**src/rtl/mem_read_scheduler.sv**
```systemverilog
// Per-event read scheduler: latches per-memory entry counts on start, then issues one
// read per cycle round-robin across non-empty memories until drained or out of budget.
module mem_read_scheduler #(
   parameter int unsigned NMEM  = 7,
   parameter int unsigned AW    = 6,
   parameter int unsigned MAXRD = 64
) (
   input  logic               clk,
   input  logic               reset,
   input  logic               start,
   input  logic [NMEM*AW-1:0] number_in,
   input  logic               stall,
   output logic [AW-1:0]      read_add,
   output logic [NMEM-1:0]    sel,
   output logic [3:0]         src,
   output logic               valid,
   output logic               busy,
   output logic               done,
   output logic               truncated
);

   localparam int unsigned IW = $clog2(NMEM);

   typedef enum logic [1:0] {StIdle, StRead, StDone} state_e;

   state_e          state_q, state_d;
   logic [AW-1:0]   cnt_q [NMEM];
   logic [AW-1:0]   cnt_d [NMEM];
   logic [7:0]      budget_q, budget_d;
   logic [IW-1:0]   rr_q, rr_d;
   logic [AW-1:0]   read_add_q, read_add_d;
   logic [NMEM-1:0] sel_q, sel_d;
   logic [3:0]      src_q, src_d;
   logic            valid_q, valid_d;
   logic            busy_q, busy_d;
   logic            done_q, done_d;
   logic            truncated_q, truncated_d;

   logic            any_left;
   logic            found;
   logic [IW-1:0]   gnt;
   logic [IW-1:0]   scan;

   // Round-robin search starting just after the last granted memory.
   always_comb begin
      any_left = 1'b0;
      found    = 1'b0;
      gnt      = '0;
      scan     = '0;
      for (int i = 0; i < NMEM; i++) begin
         if (cnt_q[i] != '0) any_left = 1'b1;
      end
      for (int unsigned k = 1; k <= NMEM; k++) begin
         scan = IW'((32'(rr_q) + k) % NMEM);
         if (!found && cnt_q[scan] != '0) begin
            found = 1'b1;
            gnt   = scan;
         end
      end
   end

   always_comb begin
      state_d     = state_q;
      cnt_d       = cnt_q;
      budget_d    = budget_q;
      rr_d        = rr_q;
      read_add_d  = read_add_q;
      src_d       = src_q;
      sel_d       = '0;
      valid_d     = 1'b0;
      done_d      = 1'b0;
      truncated_d = 1'b0;

      case (state_q)
         StIdle: ;
         StRead: begin
            if (start) begin
               // Aborted event still reports its completion.
               done_d      = 1'b1;
               truncated_d = any_left;
            end else begin
               budget_d = budget_q - 8'd1;
               if (!any_left) begin
                  state_d = StDone;
               end else begin
                  if (!stall && found) begin
                     read_add_d = cnt_q[gnt] - AW'(1);
                     sel_d      = NMEM'(1) << gnt;
                     src_d      = 4'(gnt);
                     valid_d    = 1'b1;
                     cnt_d[gnt] = cnt_q[gnt] - AW'(1);
                     rr_d       = gnt;
                  end
                  if (budget_q == 8'd1) state_d = StDone;
               end
            end
         end
         StDone: begin
            done_d      = 1'b1;
            truncated_d = any_left;
            state_d     = StIdle;
            for (int i = 0; i < NMEM; i++) cnt_d[i] = '0;
         end
         default: state_d = StIdle;
      endcase

      if (start) begin
         for (int i = 0; i < NMEM; i++) cnt_d[i] = number_in[i*AW +: AW];
         budget_d = 8'(MAXRD);
         rr_d     = IW'(NMEM - 1);
         state_d  = StRead;
         sel_d    = '0;
         valid_d  = 1'b0;
      end

      busy_d = (state_d == StRead);
   end

   always_ff @(posedge clk) begin
      if (!reset) begin
         state_q     <= StIdle;
         for (int i = 0; i < NMEM; i++) cnt_q[i] <= '0;
         budget_q    <= '0;
         rr_q        <= IW'(NMEM - 1);
         read_add_q  <= '0;
         sel_q       <= '0;
         src_q       <= '0;
         valid_q     <= 1'b0;
         busy_q      <= 1'b0;
         done_q      <= 1'b0;
         truncated_q <= 1'b0;
      end else begin
         state_q     <= state_d;
         cnt_q       <= cnt_d;
         budget_q    <= budget_d;
         rr_q        <= rr_d;
         read_add_q  <= read_add_d;
         sel_q       <= sel_d;
         src_q       <= src_d;
         valid_q     <= valid_d;
         busy_q      <= busy_d;
         done_q      <= done_d;
         truncated_q <= truncated_d;
      end
   end

   assign read_add  = read_add_q;
   assign sel       = sel_q;
   assign src       = src_q;
   assign valid     = valid_q;
   assign busy      = busy_q;
   assign done      = done_q;
   assign truncated = truncated_q;

endmodule

```
**config.mk**
```make
export PLATFORM = sky130hd
export DESIGN_NAME = mem_read_scheduler
export DESIGN_NICKNAME = d
export VERILOG_FILES = /design/src/rtl/mem_read_scheduler.sv
export SDC_FILE = /design/constraint.sdc
export NUM_CORES = 1
export LEC_CHECK = 0
export CORE_ASPECT_RATIO = 0.9
export CORE_MARGIN = 2
export CORE_UTILIZATION = 30
export DETAILED_ROUTE_END_ITERATION = 10
export GPL_TIMING_DRIVEN = 0
export PLACE_DENSITY = 0.56
export SYNTH_ARGS = -nofsm -noshare
export SYNTH_HDL_FRONTEND = slang
export SYNTH_SLANG_ARGS = --single-unit
```
**constraint.sdc**
```tcl
create_clock -name clk -period 9.3 [get_ports clk]
set_input_delay 0.93 -clock clk [delete_from_list [all_inputs] [get_ports clk]]
set_output_delay 0.93 -clock clk [all_outputs]
set_load 0.02 [all_outputs]
```
# After elaboration in Yosys (flattened, before gate mapping)
# Index checks and enable logic that the tools add are counted.
# totals
regBits,75
inputBits,46
output_inout_bits,21
# classes
n_addsub,9
div_mod_pow,7
magnitude_cmp,9
eq_ne,6
shifts,1
muxes,63
bitwise,13
n_reduce_logical,38
# ops
operator,count
32-bit by 3-bit modulo with 32-bit output (second input constant),7
6-bit binary-select mux with 3-bit select,8
42-bit two-way mux,3
6-bit two-way mux,17
42-bit one-hot mux with 2 select lines,1
6-bit nonzero test,14
42-bit bitwise mux,1
4-bit >= comparator (second input constant),8
3-bit inverter with 4-bit output,8
3-bit two-way mux,7
6-bit demux with 3-bit select,1
1-bit two-way mux,17
3-bit by 3-bit adder with 4-bit output (second input constant),4
7-bit two-way mux,2
3-bit by 2-bit adder with 4-bit output (second input constant),2
8-bit by 1-bit equality test with 1-bit output (second input constant),1
1-bit logical AND,8
8-bit by 1-bit subtractor with 8-bit output (second input constant),1
1-bit zero test,7
1-bit by 3-bit << shifter with 7-bit output (first input constant),1
2-bit two-way mux,3
3-bit != test (second input constant),2
3-bit AND reduction,2
6-bit by 1-bit subtractor with 6-bit output (second input constant),1
14 further kinds,20

# Logic depth before layout (Yosys ltp)
# logic_depth
ltp_word,36
ltp_mapped,33
mapped_depth_nobuf,26

# Least setup slack after synthesis
# Ideal clock, no wire load.
# synth_path
kind,register to register
from,register rr_q[0]
to,register cnt_q[19] (netlist name)
setup_ps,91
t_arrival_ps,6978
required_ps,9209
setup_slack_ps,2231
path_stages_with_launch,32
n_path_buf,7
synth_period_minus_slack_ps,7069
path_cell_list,dfxtp_1 > clkbuf_1 > buf_2 > inv_2 > buf_1 > ha_1 > ha_1 > ha_1 > clkbuf_1 > or3b_2 > o221ai_1 > nor3_1 > inv_1 > ha_1 > clkbuf_1 > nand2_1 > a21o_1 > and3_1 > buf_2 > nor3b_1 > a31oi_1 > o21a_1 > a211oi_2 > a32o_1 > o21a_1 > buf_6 > nand3_1 > o221a_1 > or2_2 > ha_1 > or3_1 > a311oi_1
# synth_between
elab_chain_len,36
# synth_lines
element,line,text
"start, declared",30,"logic [IW-1:0] rr_q, rr_d;"
"start signal, assigned",124,rr_q <= IW'(NMEM - 1);
"start signal, assigned",136,rr_q <= rr_d;
3-bit by 1-bit adder with 4-bit output,54,scan = IW'((32'(rr_q) + k) % NMEM);
32-bit by 3-bit modulo with 32-bit output,54,
3-bit inverter with 4-bit output (not written as such),55,if (!found && cnt_q[scan] != '0) begin
6-bit binary-select mux with 3-bit select,55,
6-bit two-way mux (not written as such) (2 in series),55,
6-bit nonzero test,55,
1-bit two-way mux,55,
1-bit zero test,55,
[... 19 more ...],--,
6-bit two-way mux (not written as such) or 1-bit logical AND (tied branches),91,cnt_d[gnt] = cnt_q[gnt] - AW'(1);
6-bit two-way mux (not written as such),91,
6-bit by 1-bit subtractor with 6-bit output or 6-bit demux with 3-bit select (tied branches),91,
42-bit bitwise mux,91,
42-bit two-way mux,86,if (!stall && found) begin
42-bit two-way mux,83,if (!any_left) begin
42-bit one-hot mux with 2 select lines,74,case (state_q)
42-bit two-way mux,107,if (start) begin
"end signal, assigned",134,cnt_q <= cnt_d;
"end, declared",27,logic [AW-1:0] cnt_q [NMEM];
# Several ways; a longest one is shown, not always the timed one. The select of a mux whose other input is x is not followed.
# A chain may end at the register's enable or synchronous reset.

# Worst setup path after layout
# layout_path
from,register rr_q[0]
to,register cnt_q[4] (netlist name)
# Same word-level chain as after synthesis.

==> qor.yml <==
final_nets: 991
ir_worst_vdd_mv: 0.316
grt_pass1_vias: 6435
ios: 67
cp.arrival_ns: 8.64
die-area_um2: 22500
yosys_warnings: 0
cts_buffers: 9
synth.largest_area_cell: "dfxtp_1"
fin_hold_ws_ns: 0.504
vias_per_cell: 5.75
dr_total_vias: 6926
cts_root_buf: "clkbuf_16"
die_x_um: 158
outcome: "completed"
avgRoutedWirePerCell_um: 18.9
tns_ns: 0
clock_skew_ns: 0.0123
hold_viol_final: 0
drv_cap: 0
dr.pass1.iters: 5
synthesis.nets: 917
yosys-top-cells-area: "dfxtp_1, ha_1, nor2_1, a21oi_1, o21ai_0"
tightest_slew_ns: 1.10
grt_overflow: 0
fin_crit_sh_pct: 90.2
synth-edff-count: 0
drtIter0Drc: 694
num_antenna_cells: 0
startpoint: "rr_q[0]$_SDFFE_PP0P_"
criticalPathCategory: "reg -> reg"
synth.top_cell.area_share_pct: 23.5
crit_fanout: 23
slew_headroom_pct: 26.1
reg2reg_slack_ns: 0.91
final_cell_mix: "nor2_1, nand2_1, dfxtp_1, clkdlybuf4s50_1, a21oi_1"
hp-class: "reg -> reg"
die_h_um: 142
synthFlopType: "dfxtp_1"
cts_setup_buffers: 0
clk_pin_slew_ns: 0.06
cts_hold_buffers: 0
cts_sinks: 75
startpoint_type: "flop"
seq_area_frac_synth_pct: 23.5
grt_max_degree: 16
cts_htree_levels: 3
grt_antenna_before_repair: 0
final_common_cell: "nor2_1"
rsz0062_at_grt: "no"
core_um2: 20800
netlist_instances: 839
critPathSlowestCell: "dfxtp_1"
hold_start: "budget_q[1]$_SDFFE_PP0P_"
p_leak_nw: 2.84
wl_met3_mm: 1.58
min_period_ns: 8.39
synthArstFlopShare_pct: 0
area_growth_pct: 20.6
cts_tree: "yes"
routabilityCongestion: 0.943
cpMostUsedCell: "ha_1"
ys_ff_latch: 75
cp.required_ns: 9.55
hpwl_mm: 17.6
wl_met1_mm: 10.9
avgSynthCellArea_um2: 7.62
syn_area_um2: 6390
num_rows: 50
drc: 0
track_usage_pct: 20.5
wirelength_mm: 22.8
grt_pass1_wl_mm: 35.7
portBuffers: 64
ys_types: 94
start_util_pct: 30.7
cts_buffer_depth: 2
r2r-start: "rr_q[0]$_SDFFE_PP0P_"
drive_gt1_share_pct: 7.19
slowest_delay_ns: 0.57
wl_met2_mm: 10.1
clkLatencyLatePin_ns: 0.35
clock.fmax_mhz: 119
drtAntennaViolNets: 0
slew_violations: 0
fin_util_pct: 37.0
highest_layer: "met4"
finalSetupViolCount: 0
cp-end-kind: "flop"
powerDensity_nw_per_um2: 333
[metal layers]
layer	vias up	global-route usage, %
met3	15	4.51
met2	231	31.4
met5	-	0
li1	3338	-
met1	3342	29.5
met4	0	4.02
[timing repair]
| item | in CTS | in global routing |
|---|---|---|
| pin swaps | 0 | 2 |
| resized for setup | 1 | 6 |
| endpoints found under the setup margin | 1 | 42 |
[area by class of cell]
| type | count | area [um^2] |
|---|---|---|
| plain buffers | 45 | 193 |
| repair buffers | 64 | 641 |
| clock buffers | 9 | 225 |
| fillers | 2224 | 13100 |
| clock inverters | 7 | 58.8 |
| multi-input cells | 686 | 4620 |
| flip-flops and latches | 75 | 1500 |
| inverters | 32 | 120 |
| well taps | 286 | 358 |
[worst max-delay path: cells and delay by family, from the launching register on]
kind                       cells  cell delay (ns)
AOI/OAI and AO/OA             11             2.60
xor gates and xnor gates       1             0.43
adders and majority gates      5             1.40
buffers and inverters          7             1.74
DFF                            1             0.57
muxes                          1             0.34
and+or+nand+nor                5             1.18
[stage by stage]
stage                     area, um^2  worst slack (ns)  std cells  total power (W)
after floorplan                 6390              2.23        839          0.00158
after global placement          7390           -0.0794       1189          0.00213
after global routing            7710             0.318       1204          0.00271
after CTS                       7680             0.220       1205          0.00249
final                           7710             0.911       1204          0.00257
after detailed placement        7390           -0.0612       1189          0.00213
[kinds of logic (layout without fill, tap and decap cells)]
family	Yosys count	in the layout	share of synthesized area, %
compound gates	307	307	34.4
other cells	1	1	0.0587
fa+ha+maj	32	32	6.26
flops	75	75	23.5
simple gates	297	297	22.8
buf+inv	78	157	4.93
mux	27	27	4.76
xor+xnor	22	22	3.37
[flip-flops by register name (all words and copies together) (netlist names), 2 cells and up]
signal and count:
budget_q 8, cnt_q 42, read_add 6, rr_q 3, sel 7, src 3
state_q 2
[where the power goes]
part / leakage (nW) / internal (W) / total, W / switching [W]
registers: 0.615 / 0.000378 / 0.000429 / 0.0000516
clock network: 0.138 / 0.000185 / 0.000338 / 0.000153
logic: 2.09 / 0.000620 / 0.00180 / 0.00118
[final timing paths]
path | end | depth (start not counted)
setup / recovery | cnt_q[4]$_SDFFE_PN0P_ | 30
hold / removal | budget_q[1]$_SDFFE_PP0P_ | 2
setup reg to reg | cnt_q[4]$_SDFFE_PN0P_ | 30
hold reg to reg | budget_q[1]$_SDFFE_PP0P_ | 2
[synthesized netlist by cell type (9+ instances only)]
| cell | instances |
|---|---|
| nand2b_1 | 13 |
| nand3_1 | 20 |
| ha_1 | 32 |
| a21oi_1 | 60 |
| nand2_1 | 77 |
| xnor2_1 | 13 |
| o211ai_1 | 15 |
| a311oi_1 | 9 |
| nand4_1 | 12 |
| clkbuf_1 | 34 |
| a31oi_1 | 22 |
| dfxtp_1 | 75 |
| o21ai_1 | 9 |
| o21ai_0 | 58 |
| nor3_1 | 15 |
| nor4_1 | 10 |
| a22oi_1 | 14 |
| mux2i_1 | 21 |
| and3_1 | 12 |
| inv_1 | 28 |
| a211oi_1 | 14 |
| nor2_1 | 83 |
| and2_1 | 13 |
Note: power is estimated with default switching activity, not from simulation.
==> RTL change, RTL diff (config.mk and constraints unchanged) <==
The parameter `AW` goes from 6 to 5.
--- a/src/rtl/mem_read_scheduler.sv
+++ b/src/rtl/mem_read_scheduler.sv
@@ -3,5 +3,5 @@
 module mem_read_scheduler #(
    parameter int unsigned NMEM  = 7,
-   parameter int unsigned AW    = 6,
+   parameter int unsigned AW    = 5,
    parameter int unsigned MAXRD = 64
 ) (
Ports: changed (resized number_in and read_add); port bits go from 67 to 59. No check against the original RTL was run, so the function may have changed too.
==> RTL change against the unedited design <==
Sequential cell count decreased by 8; clock power grew 5%; critical path depth decreased by 5; power grew 22%; area after synthesis is 2.3% lower; cell area fell by 3.7%; routed wire length shrank 2.2%; combinational power is 33% higher; setup slack improved by 0.35 ns; count of clock-buffer cells in the layout rose by 1; first-iteration DRC count down 18%.
==> RTL change: results <==
export IMPL_run_status="complete, no violations"
export IMPL_wirelength_mm=22.3
export IMPL_dpl_hpwl_mm=17.0
export IMPL_drt_iter0_drc=571
export IMPL_synth_net_count=853
export IMPL_globalRouteMet3Util_pct=4.70
export IMPL_ys_types=101
export IMPL_worst_ep_arrival_time_ns=8.22
export IMPL_clock_path_buffers=2
export IMPL_p_leak_nw=2.71
export IMPL_maxCapViolCount=0
export IMPL_io_buffers=55
export IMPL_cts_resized=0
export IMPL_seq_area_frac_synth_pct=21.5
export IMPL_nNetsFinal=919
export IMPL_instances_no_fill=1119
export IMPL_hold_slack_ns=0.498
export IMPL_route_met3_wl_mm=1.78
export IMPL_met2WireLength_mm=9.57
export IMPL_grt_pass1_vias=6141
export IMPL_synth_area_leaders="dfxtp_1, nor2_1, ha_1, mux2i_1, a211oi_1"
export IMPL_crit_fanout=12
export IMPL_grt_usage_pct=20.2
export IMPL_grt_first_pass_wirelength_mm=34.8
export IMPL_drive_above_1_share_pct=11.6
export IMPL_hold_start="budget_q[1]"
export IMPL_reg2reg_slack_ns=1.26
export IMPL_fillers=2146
export IMPL_synth_area_per_cell_um2=7.92
export IMPL_largest_reg_flops=35
export IMPL_peakVddDrop_mv=0.258
export IMPL_power_switching_mw=1.72
export IMPL_skew_ns=0.0131
export IMPL_synthTopCellsByCount="nor2_1, dfxtp_1, nand2_1"
export IMPL_met2_usage_pct=30.0
export IMPL_vias=6551
export IMPL_routabilityCongestion=0.917
export IMPL_met1Wirelength_mm=10.5
export IMPL_timing_rr_end="cnt_q[22]"
export IMPL_met1_usage_pct=29.3
[RTL change: cell types whose count changed after synthesis, sizes merged, moves of 10 or more]
cell | unedited run | this run
nand2 | 79 | 49
o21ai | 67 | 43
a21oi | 61 | 42
nor2 | 83 | 100
buf | 12 | 27
a211oi | 16 | 30
clkbuf | 34 | 24
[RTL change: how the worst max path moves through the flow]
stage,from,endpoint,slack [ns],depth (start not counted)
4_1_cts,rr_q[0],cnt_q[22],1.37,24
6_report,rr_q[0],cnt_q[22],1.26,25
3_3_place_gp,rr_q[0],cnt_q[22],1.40,25
3_5_place_dp,rr_q[0],cnt_q[22],1.40,25
2_1_floorplan,rr_q[0],cnt_q[4],3.17,26
5_1_grt,rr_q[0],cnt_q[22],0.74,24
[RTL change: area by class of cell]
class / instances / area [µm²] / share of cell area [%]
Buffer: 51 / 282 / 3.79
Clock inverter: 6 / 71.3 / 0.960
Multi-Input combinational cell: 646 / 4530 / 60.9
Timing Repair Buffer: 55 / 551 / 7.41
Tap cell: 260 / 325 / 4.38
Inverter: 24 / 92.6 / 1.25
Clock buffer: 10 / 239 / 3.22
Sequential cell: 67 / 1340 / 18.1
[RTL change: per-stage QoR]
step | cell area, µm² | worst slack, ns | utilization (%)
after floorplan | 6240 | 3.17 | -
after global placement | 7120 | 1.40 | 34.6
after detailed placement | 7120 | 1.40 | 34.6
after CTS | 7430 | 1.37 | 36.1
after global routing | 7430 | 0.736 | 36.1
final | 7430 | 1.26 | 36.1
[RTL change: power by group through the flow]
| stage | clock (mW) | combinational (mW) | sequential, mW |
|---|---|---|---|
| 6_report | 0.355 | 2.39 | 0.403 |
| 5_1_grt | 0.373 | 2.56 | 0.409 |
| 4_1_cts | 0.361 | 2.33 | 0.401 |
| 3_5_place_dp | 0 | 2.32 | 0.406 |
| 3_3_place_gp | 0 | 2.32 | 0.407 |
| 2_1_floorplan | 0 | 1.70 | 0.387 |
[RTL change: logic make-up (layout without fill, tap and decap cells)]
group,Yosys count,after routing,share of synthesized area [%]
compound gates,259,259,31.5
xor+xnor,19,19,3.21
fa+ha+maj,26,26,5.21
buf+inv,75,146,5.99
flops,67,67,21.5
mux,35,35,6.33
other cells,1,1,0.0601
simple gates,306,306,26.3
[RTL change: worst max-delay path: stages, from the launching register on]
cell and delay [ns]:
dfxtp_1 0.58, buf_2 0.39, inv_2 0.07, buf_2 0.24, ha_1 0.44, clkbuf_1 0.44, inv_2 0.25, ha_1 0.25
ha_1 0.17, clkbuf_1 0.18, or2_2 0.32, a22oi_1 0.33, nor2_1 0.13, xnor2_2 0.36, mux4_2 0.55, mux2i_1 0.56
a41oi_2 0.38, o21ai_2 0.28, buf_6 0.23, mux2i_1 0.12, a32o_1 0.23, or2_2 0.30, ha_1 0.25, xor2_2 0.52
a2bb2oi_1 0.25, a21oi_1 0.08
